File: src/rtl/sigmoid_backward_021.sv
// Sigmoid backward pass dx = dy*y*(1-y), 3-stage elastic pipeline in Q(DATA_W-FRAC_W).FRAC_W.
// Define SIGMOID_BWD_ROUND_EN for round-half-up in the final shift; otherwise the shift truncates.
module sigmoid_backward_021 #(
    parameter int DATA_W = 32,
    parameter int FRAC_W = 16
) (
    input  logic              clk,
    input  logic              rst,
    input  logic              valid_in,
    output logic              ready_in,
    input  logic [DATA_W-1:0] y_in,
    input  logic [DATA_W-1:0] grad_in,
    output logic              valid_out,
    input  logic              ready_out,
    output logic [DATA_W-1:0] grad_out,
    output logic [15:0]       beat_count
);
    localparam int PW = DATA_W + FRAC_W + 2;
    localparam logic signed [DATA_W-1:0] ONE_W   = DATA_W'(1 << FRAC_W);
    localparam logic        [FRAC_W:0]   ONE_S   = (FRAC_W+1)'(1 << FRAC_W);

    logic              v1_q, v2_q, v3_q;
    logic [FRAC_W:0]   yc_q, yc_d;
    logic [FRAC_W:0]   s_q, s_d;
    logic [DATA_W-1:0] dy1_q, dy2_q;
    logic [DATA_W-1:0] grad_q, grad_d;
    logic [15:0]       cnt_q;
    logic              en;

    logic [2*FRAC_W+1:0] prod2;
    logic signed [PW-1:0] dy_ext, s_ext, p, p_r;

    assign en        = !v3_q || ready_out;
    assign ready_in  = en && !rst;
    assign valid_out = v3_q;
    assign grad_out  = grad_q;
    assign beat_count = cnt_q;

    // Stage 1: clamp y into [0, 1.0]
    always_comb begin
        yc_d = y_in[FRAC_W:0];
        if (y_in[DATA_W-1])
            yc_d = '0;
        else if ($signed(y_in) > ONE_W)
            yc_d = ONE_S;
    end

    // Stage 2: s = y*(1-y), truncated; never exceeds 0x4000
    always_comb begin
        prod2 = {{(FRAC_W+1){1'b0}}, yc_q} * {{(FRAC_W+1){1'b0}}, ONE_S - yc_q};
        s_d   = (FRAC_W+1)'(prod2 >> FRAC_W);
    end

    // Stage 3: signed dy * s, then scale back down by FRAC_W
    always_comb begin
        dy_ext = PW'($signed(dy2_q));
        s_ext  = PW'({1'b0, s_q});
        p      = dy_ext * s_ext;
`ifdef SIGMOID_BWD_ROUND_EN
        p_r    = p + PW'(1 << (FRAC_W-1));
`else
        p_r    = p;
`endif
        grad_d = DATA_W'(p_r >>> FRAC_W);
    end

    always_ff @(posedge clk) begin
        if (rst) begin
            v1_q   <= 1'b0;
            v2_q   <= 1'b0;
            v3_q   <= 1'b0;
            yc_q   <= '0;
            s_q    <= '0;
            dy1_q  <= '0;
            dy2_q  <= '0;
            grad_q <= '0;
            cnt_q  <= '0;
        end else begin
            if (en) begin
                v1_q <= valid_in;
                v2_q <= v1_q;
                v3_q <= v2_q;
                if (valid_in) begin
                    yc_q  <= yc_d;
                    dy1_q <= grad_in;
                end
                if (v1_q) begin
                    s_q   <= s_d;
                    dy2_q <= dy1_q;
                end
                if (v2_q)
                    grad_q <= grad_d;
            end
            if (v3_q && ready_out)
                cnt_q <= cnt_q + 16'd1;
        end
    end
endmodule

File: config.mk
export PLATFORM = sky130hd
export DESIGN_NAME = sigmoid_backward_021
export DESIGN_NICKNAME = d
export VERILOG_FILES = /design/src/rtl/sigmoid_backward_021.sv
export SDC_FILE = /design/constraint.sdc
export NUM_CORES = 2
export LEC_CHECK = 0
export BUFFER_PORTS_ARGS = -buffer_cell sky130_fd_sc_hd__buf_2
export CAP_MARGIN = 15
export CORE_ASPECT_RATIO = 0.6
export CORE_MARGIN = 3
export CORE_UTILIZATION = 59
export CTS_CLUSTER_DIAMETER = 40
export DETAILED_ROUTE_END_ITERATION = 6
export MAX_ROUTING_LAYER = met4
export PLACE_DENSITY_LB_ADDON = 0.08
export SLEW_MARGIN = 20
export SYNTH_ARGS = -nofsm -noshare
export SYNTH_HDL_FRONTEND = slang
export SYNTH_SLANG_ARGS = --single-unit
export TNS_END_PERCENT = 1
File: constraint.sdc
create_clock -name clk -period 18.1 [get_ports clk]
set_input_delay 2.715 -clock clk [delete_from_list [all_inputs] [get_ports clk]]
set_output_delay 2.715 -clock clk [all_outputs]
set_load 0.01 [all_outputs]
Word-level counts from Yosys, hierarchy flattened
Cells that the tools add are included.
{ "totals": {"regBits": 149, "inputBits": 68, "out_inout_bits": 50, "elab_cells": 24} }
{ "classes": {"add_sub_neg": 2, "n_mul": 2, "order_cmp": 1, "n_mux": 2, "n_reduce_logical": 8} }
{ "ops": {"columns": ["op", "count"], "rows": [
  ["$mul A32 B18 Y48", 1],
  ["$mux W17", 2],
  ["$mul A17 B17 Y33", 1],
  ["$gt A32 B18 Y1 const B", 1],
  ["$sub A17 B17 Y17 const A", 1],
  ["$add A16 B1 Y16 const B", 1],
  ["$reduce_and A2 Y1", 3],
  ["$logic_and A1 B1 Y1", 2],
  ["$logic_not A1 Y1", 2],
  ["$logic_or A1 B1 Y1", 1]
]} }

Logic depth before layout (Yosys ltp)
{ "depth": {"depth_word": 3, "depth_mapped": 34, "mapped_depth_nobuf": 32} }

Worst setup path after synthesis
Ideal clock, no wire load.
{ "synth_timing": {"path_type": "reg2reg", "from": "register yc_q[0]", "to": "register s_q[11]", "setup_ns": 0.117, "arrival_ns": 7.330, "required_ns": 17.983, "slack_ns": 10.653, "stages_incl_launch_ff": 32, "n_path_buf": 2, "synth_period_minus_slack_ns": 7.447, "cell_sequence": "dfxtp_1 -> inv_1 -> clkbuf_1 -> ha_1 -> nor3b_1 -> nor3b_1 -> nand2_1 -> nor3_1 -> nand2_1 -> nor3_1 -> nand2_1 -> ha_1 -> clkbuf_1 -> nand2b_1 -> fa_1 -> fa_1 -> inv_1 -> fa_1 -> fa_1 -> fa_1 -> fa_1 -> ha_1 -> nand2_1 -> a21oi_1 -> o2111ai_1 -> a21oi_1 -> o211ai_1 -> a21boi_1 -> nor2_2 -> o21ai_0 -> xor2_1 -> a22o_1"} }
{ "synth_between": {"elab_chain_cells": 2} }
{ "synth_rtl": {"columns": ["element", "line_no", "source"], "rows": [
  ["start, declared", "23", "logic [FRAC_W:0] yc_q, yc_d;"],
  ["start signal, assigned", "84", "yc_q <= yc_d;"],
  ["$sub A17 B17 Y17", "50", "prod2 = {{(FRAC_W+1){1'b0}}, yc_q} * {{(FRAC_W+1){1'b0}}, ONE_S - yc_q};"],
  ["$mul A17 B17 Y33 (*)", "50", null],
  ["end signal, assigned", "73", "s_q <= '0;"],
  ["end signal, assigned", "88", "s_q <= s_d;"],
  ["end, declared", "24", "logic [FRAC_W:0] s_q, s_d;"]
]} }
Mark *: on every way between the ends. The rest lies on a longest branch, timed or not.
A chain may end at the register's enable or synchronous reset.

Worst setup path in the final report
{ "layout_timing": {"from": "register yc_q[1]", "to": "register s_q[14]"} }
The elaborated chain is that of the path after synthesis.

==> flow_metrics.py <==
metrics = {
    "outcome": {
        "outcome": "finished, final reports clean",
    },
    "timing": {
        "max_slew.worst_pin.slew_ns": 1.13,
        "layout_min_cycle_time_ns": 8.86,
        "fin_crit_sh_pct": 49.0,
        "maxSlewHeadroom_pct": 24.0,
        "clock-skew-final_ns": 0.0151,
        "finalHoldViolCount": 0,
        "setup_tns_ns": 0,
        "holdWs_ns": 0.450,
        "finalSetupViolCount": 0,
        "fmax_mhz": 113,
        "slew_violations": 0,
        "rsz0062_at_grt": "no",
        "finalWorstSetupSlack_ns": 9.24,
    },
    "worst_setup_path": {
        "cp.arrival_ns": 9.24,
        "path_max_fanout": 16,
        "worstSetupEndpointType": "register",
        "slowest_delay_ns": 0.63,
        "reg2reg_setup_slack_ns": 9.24,
        "critPathKind": "reg -> reg",
        "cp_slowest_cell": "ha_1",
        "worstPathRequired_ns": 18.48,
        "crit_top_cell": "fa_1",
        "crit_path_start_kind": "register",
    },
    "grt": {
        "grt_max_degree": 57,
        "grt_pass1_vias": 26838,
        "grt-ovfl-total": 0,
        "antenna_found_initial": 2,
        "track_usage_pct": 33.1,
        "grt_pass1_wl_um": 145000,
    },
    "clock_tree": {
        "cts_tree": "done",
        "cts_hold_buf": 0,
        "clk_latency_ns": 0.48,
        "cts_buffers": 17,
        "cts_buffer_depth": 2,
        "path_clk_slew_ns": 0.08,
        "post_cts_buffers": 0,
        "cts.htree.levels": 4,
        "cts_num_sinks": 149,
        "cts_resized": 0,
        "root_buffer": "clkbuf_16",
    },
    "cells_and_area": {
        "stdcell_area_mm2": 0.0342,
        "n_fill_cell": 4644,
        "area_growth_pct": 5.17,
        "n_antenna_cell": 0,
        "final_nets": 4692,
        "instances_no_fill": 4381,
        "drive_above_1_share_pct": 6.09,
    },
    "floorplanning": {
        "coreArea_mm2": 0.0535,
        "fp.dieArea_mm2": 0.0580,
        "dieWidth_um": 309,
        "die_h_um": 188,
        "fp-row-count": 65,
        "io_pins": 118,
        "start_util_pct": 60.7,
    },
    "logic_synthesis": {
        "synth_cells": 3674,
        "synth-async-reset-ratio_pct": 0,
        "yosys_most_used_dff": "dfxtp_1",
        "synthesis.area_mm2": 0.0325,
        "yosysTopAreaCell": "fa_1",
        "synth.distinct_cells": 64,
        "netlist.area_leader.share_pct": 44.8,
        "avgSynthCellArea_um2": 8.85,
        "netlist_top_cells_area": "fa_1, inv_1, dfxtp_1, ha_1, nand2_1",
        "yosys_register_bits": 149,
        "synth_edf_count": 0,
        "yosys_warnings": 0,
        "synth-seq-area-share_pct": 9.18,
        "synth_nets": 4700,
    },
    "power_and_ir_drop": {
        "cellPowerDensity_mw_per_mm2": 21.9,
        "ir_drop_mv": 0.0830,
        "p_leak_uw": 0.0166,
    },
    "placement": {
        "io_buffer_count": 117,
        "gp_routability_congestion": 0.927,
        "dp_slack_ns": 9.43,
        "dp.cells": 4350,
        "hpwl_um": 67400,
        "placed_area_mm2": 0.0336,
    },
    "detailed_routing": {
        "viasPerCell": 5.55,
        "postRouteAntennaNets": 0,
        "route.detailed.drc": 0,
        "num_vias": 24314,
        "drt_iter0_markers": 1958,
        "first_pass_iters": 5,
        "wire_per_inst_um": 19.7,
        "wl_um": 86200,
    },
    "job": {
        "max_cap_viol_count": 0,
    },
    "min_path": {
        "min_path_type": "reg -> reg",
    },
}
final timing paths:
kind,cells past startpoint,from,end
worst max-delay path,29,yc_q[1],s_q[14]
worst min-delay path,2,dy1_q[30],dy2_q[30]
worst max register to register,29,yc_q[1],s_q[14]
worst min register to register,2,dy1_q[30],dy2_q[30]
where the power goes:
group / internal [µW] / leakage, µW / total [µW] / switching, µW
logic: 14.0 / 0.0151 / 47.4 / 33.4
registers: 334 / 0.00121 / 346 / 11.8
clock network: 178 / 0.000262 / 356 / 178
kinds of logic after synthesis:
logic type      synth area share (%)
compound gates                  5.35
buf+inv                         11.8
mux                           0.0616
flops                           9.18
simple gates                    18.2
xor+xnor                        1.78
fa+ha+maj                       53.7
cell type report:
type | instances | area (µm²) | area share [%]
Multi-Input combinational cell | 2507 | 25700 | 75.2
Inverter | 823 | 3090 | 9.04
Sequential cell | 149 | 2990 | 8.74
Timing Repair Buffer | 168 | 971 | 2.84
Tap cell | 703 | 880 | 2.57
Clock buffer | 17 | 425 | 1.24
Clock inverter | 14 | 121 | 0.355
layer usage:
metal	vias up	wire length, µm	part of all wire [%]	GRT usage (%)
li1	10767	-	-	-
met1	12396	39100	45	47.8
met2	1012	36600	42	46.9
met3	139	8710	10	8.56
met4	0	1800	2.1	7.69
met5	-	0	0	-
registers in the layout, indices dropped and copies added (netlist names):
register    flops
valid_out       1
s_q            17
beat_count     16
grad_out       32
yc_q           17
v1_q            1
dy2_q          32
v2_q            1
dy1_q          32
layout by cell type, fill, tap and decap left out, types with 6 or more instances in the layout:
| cell type | synthesis | layout |
|---|---|---|
| a211oi_1 | 6 | 6 |
| a21o_1 | 21 | 21 |
| a21oi_1 | 130 | 130 |
| a22o_1 | 11 | 11 |
| a22oi_1 | 16 | 16 |
| a31oi_1 | 7 | 7 |
| and2_1 | 203 | 201 |
| and3_1 | 15 | 15 |
| buf_2 | 0 | 116 |
| buf_4 | 0 | 52 |
| clkbuf_16 | 0 | 17 |
| dfxtp_1 | 149 | 146 |
| fa_1 | 728 | 728 |
| ha_1 | 230 | 230 |
| inv_1 | 822 | 822 |
| nand2_1 | 580 | 578 |
| nand2b_1 | 163 | 163 |
| nand3_1 | 19 | 19 |
| nand3b_1 | 6 | 6 |
| nand4_1 | 12 | 12 |
| nor2_1 | 85 | 85 |
| nor2b_1 | 74 | 74 |
| nor3_1 | 19 | 19 |
| nor3b_1 | 7 | 7 |
| nor4_1 | 10 | 10 |
| o21ai_0 | 21 | 21 |
| or3_1 | 7 | 7 |
| xnor2_1 | 35 | 35 |
| xor2_1 | 31 | 31 |
critical path: cells and delay by family, from the launching register on:
family          cells  cell delay [ns]
fa+ha+maj           9             4.04
simple gates       11             2.10
compound gates      7             1.82
flops               1             0.47
buf+inv             2             0.32
Yosys cell counts, drive strengths merged, types with 31 or more instances:
| cell type | n |
|---|---|
| xnor2 | 35 |
| xor2 | 31 |
| nand2 | 580 |
| and2 | 203 |
| nor2b | 74 |
| inv | 822 |
| nand2b | 163 |
| dfxtp | 149 |
| nor2 | 86 |
| fa | 728 |
| ha | 230 |
| clkbuf | 185 |
| a21oi | 134 |
stage by stage:
stage | utilization [%] | power [µW]
floorplan | - | 373
CTS | 63.9 | 751
global route | 63.9 | 774
finish | 63.9 | 749
global placement | 62.9 | 398
detailed placement | 62.9 | 400
Note: power is estimated with default switching activity, not from simulation.
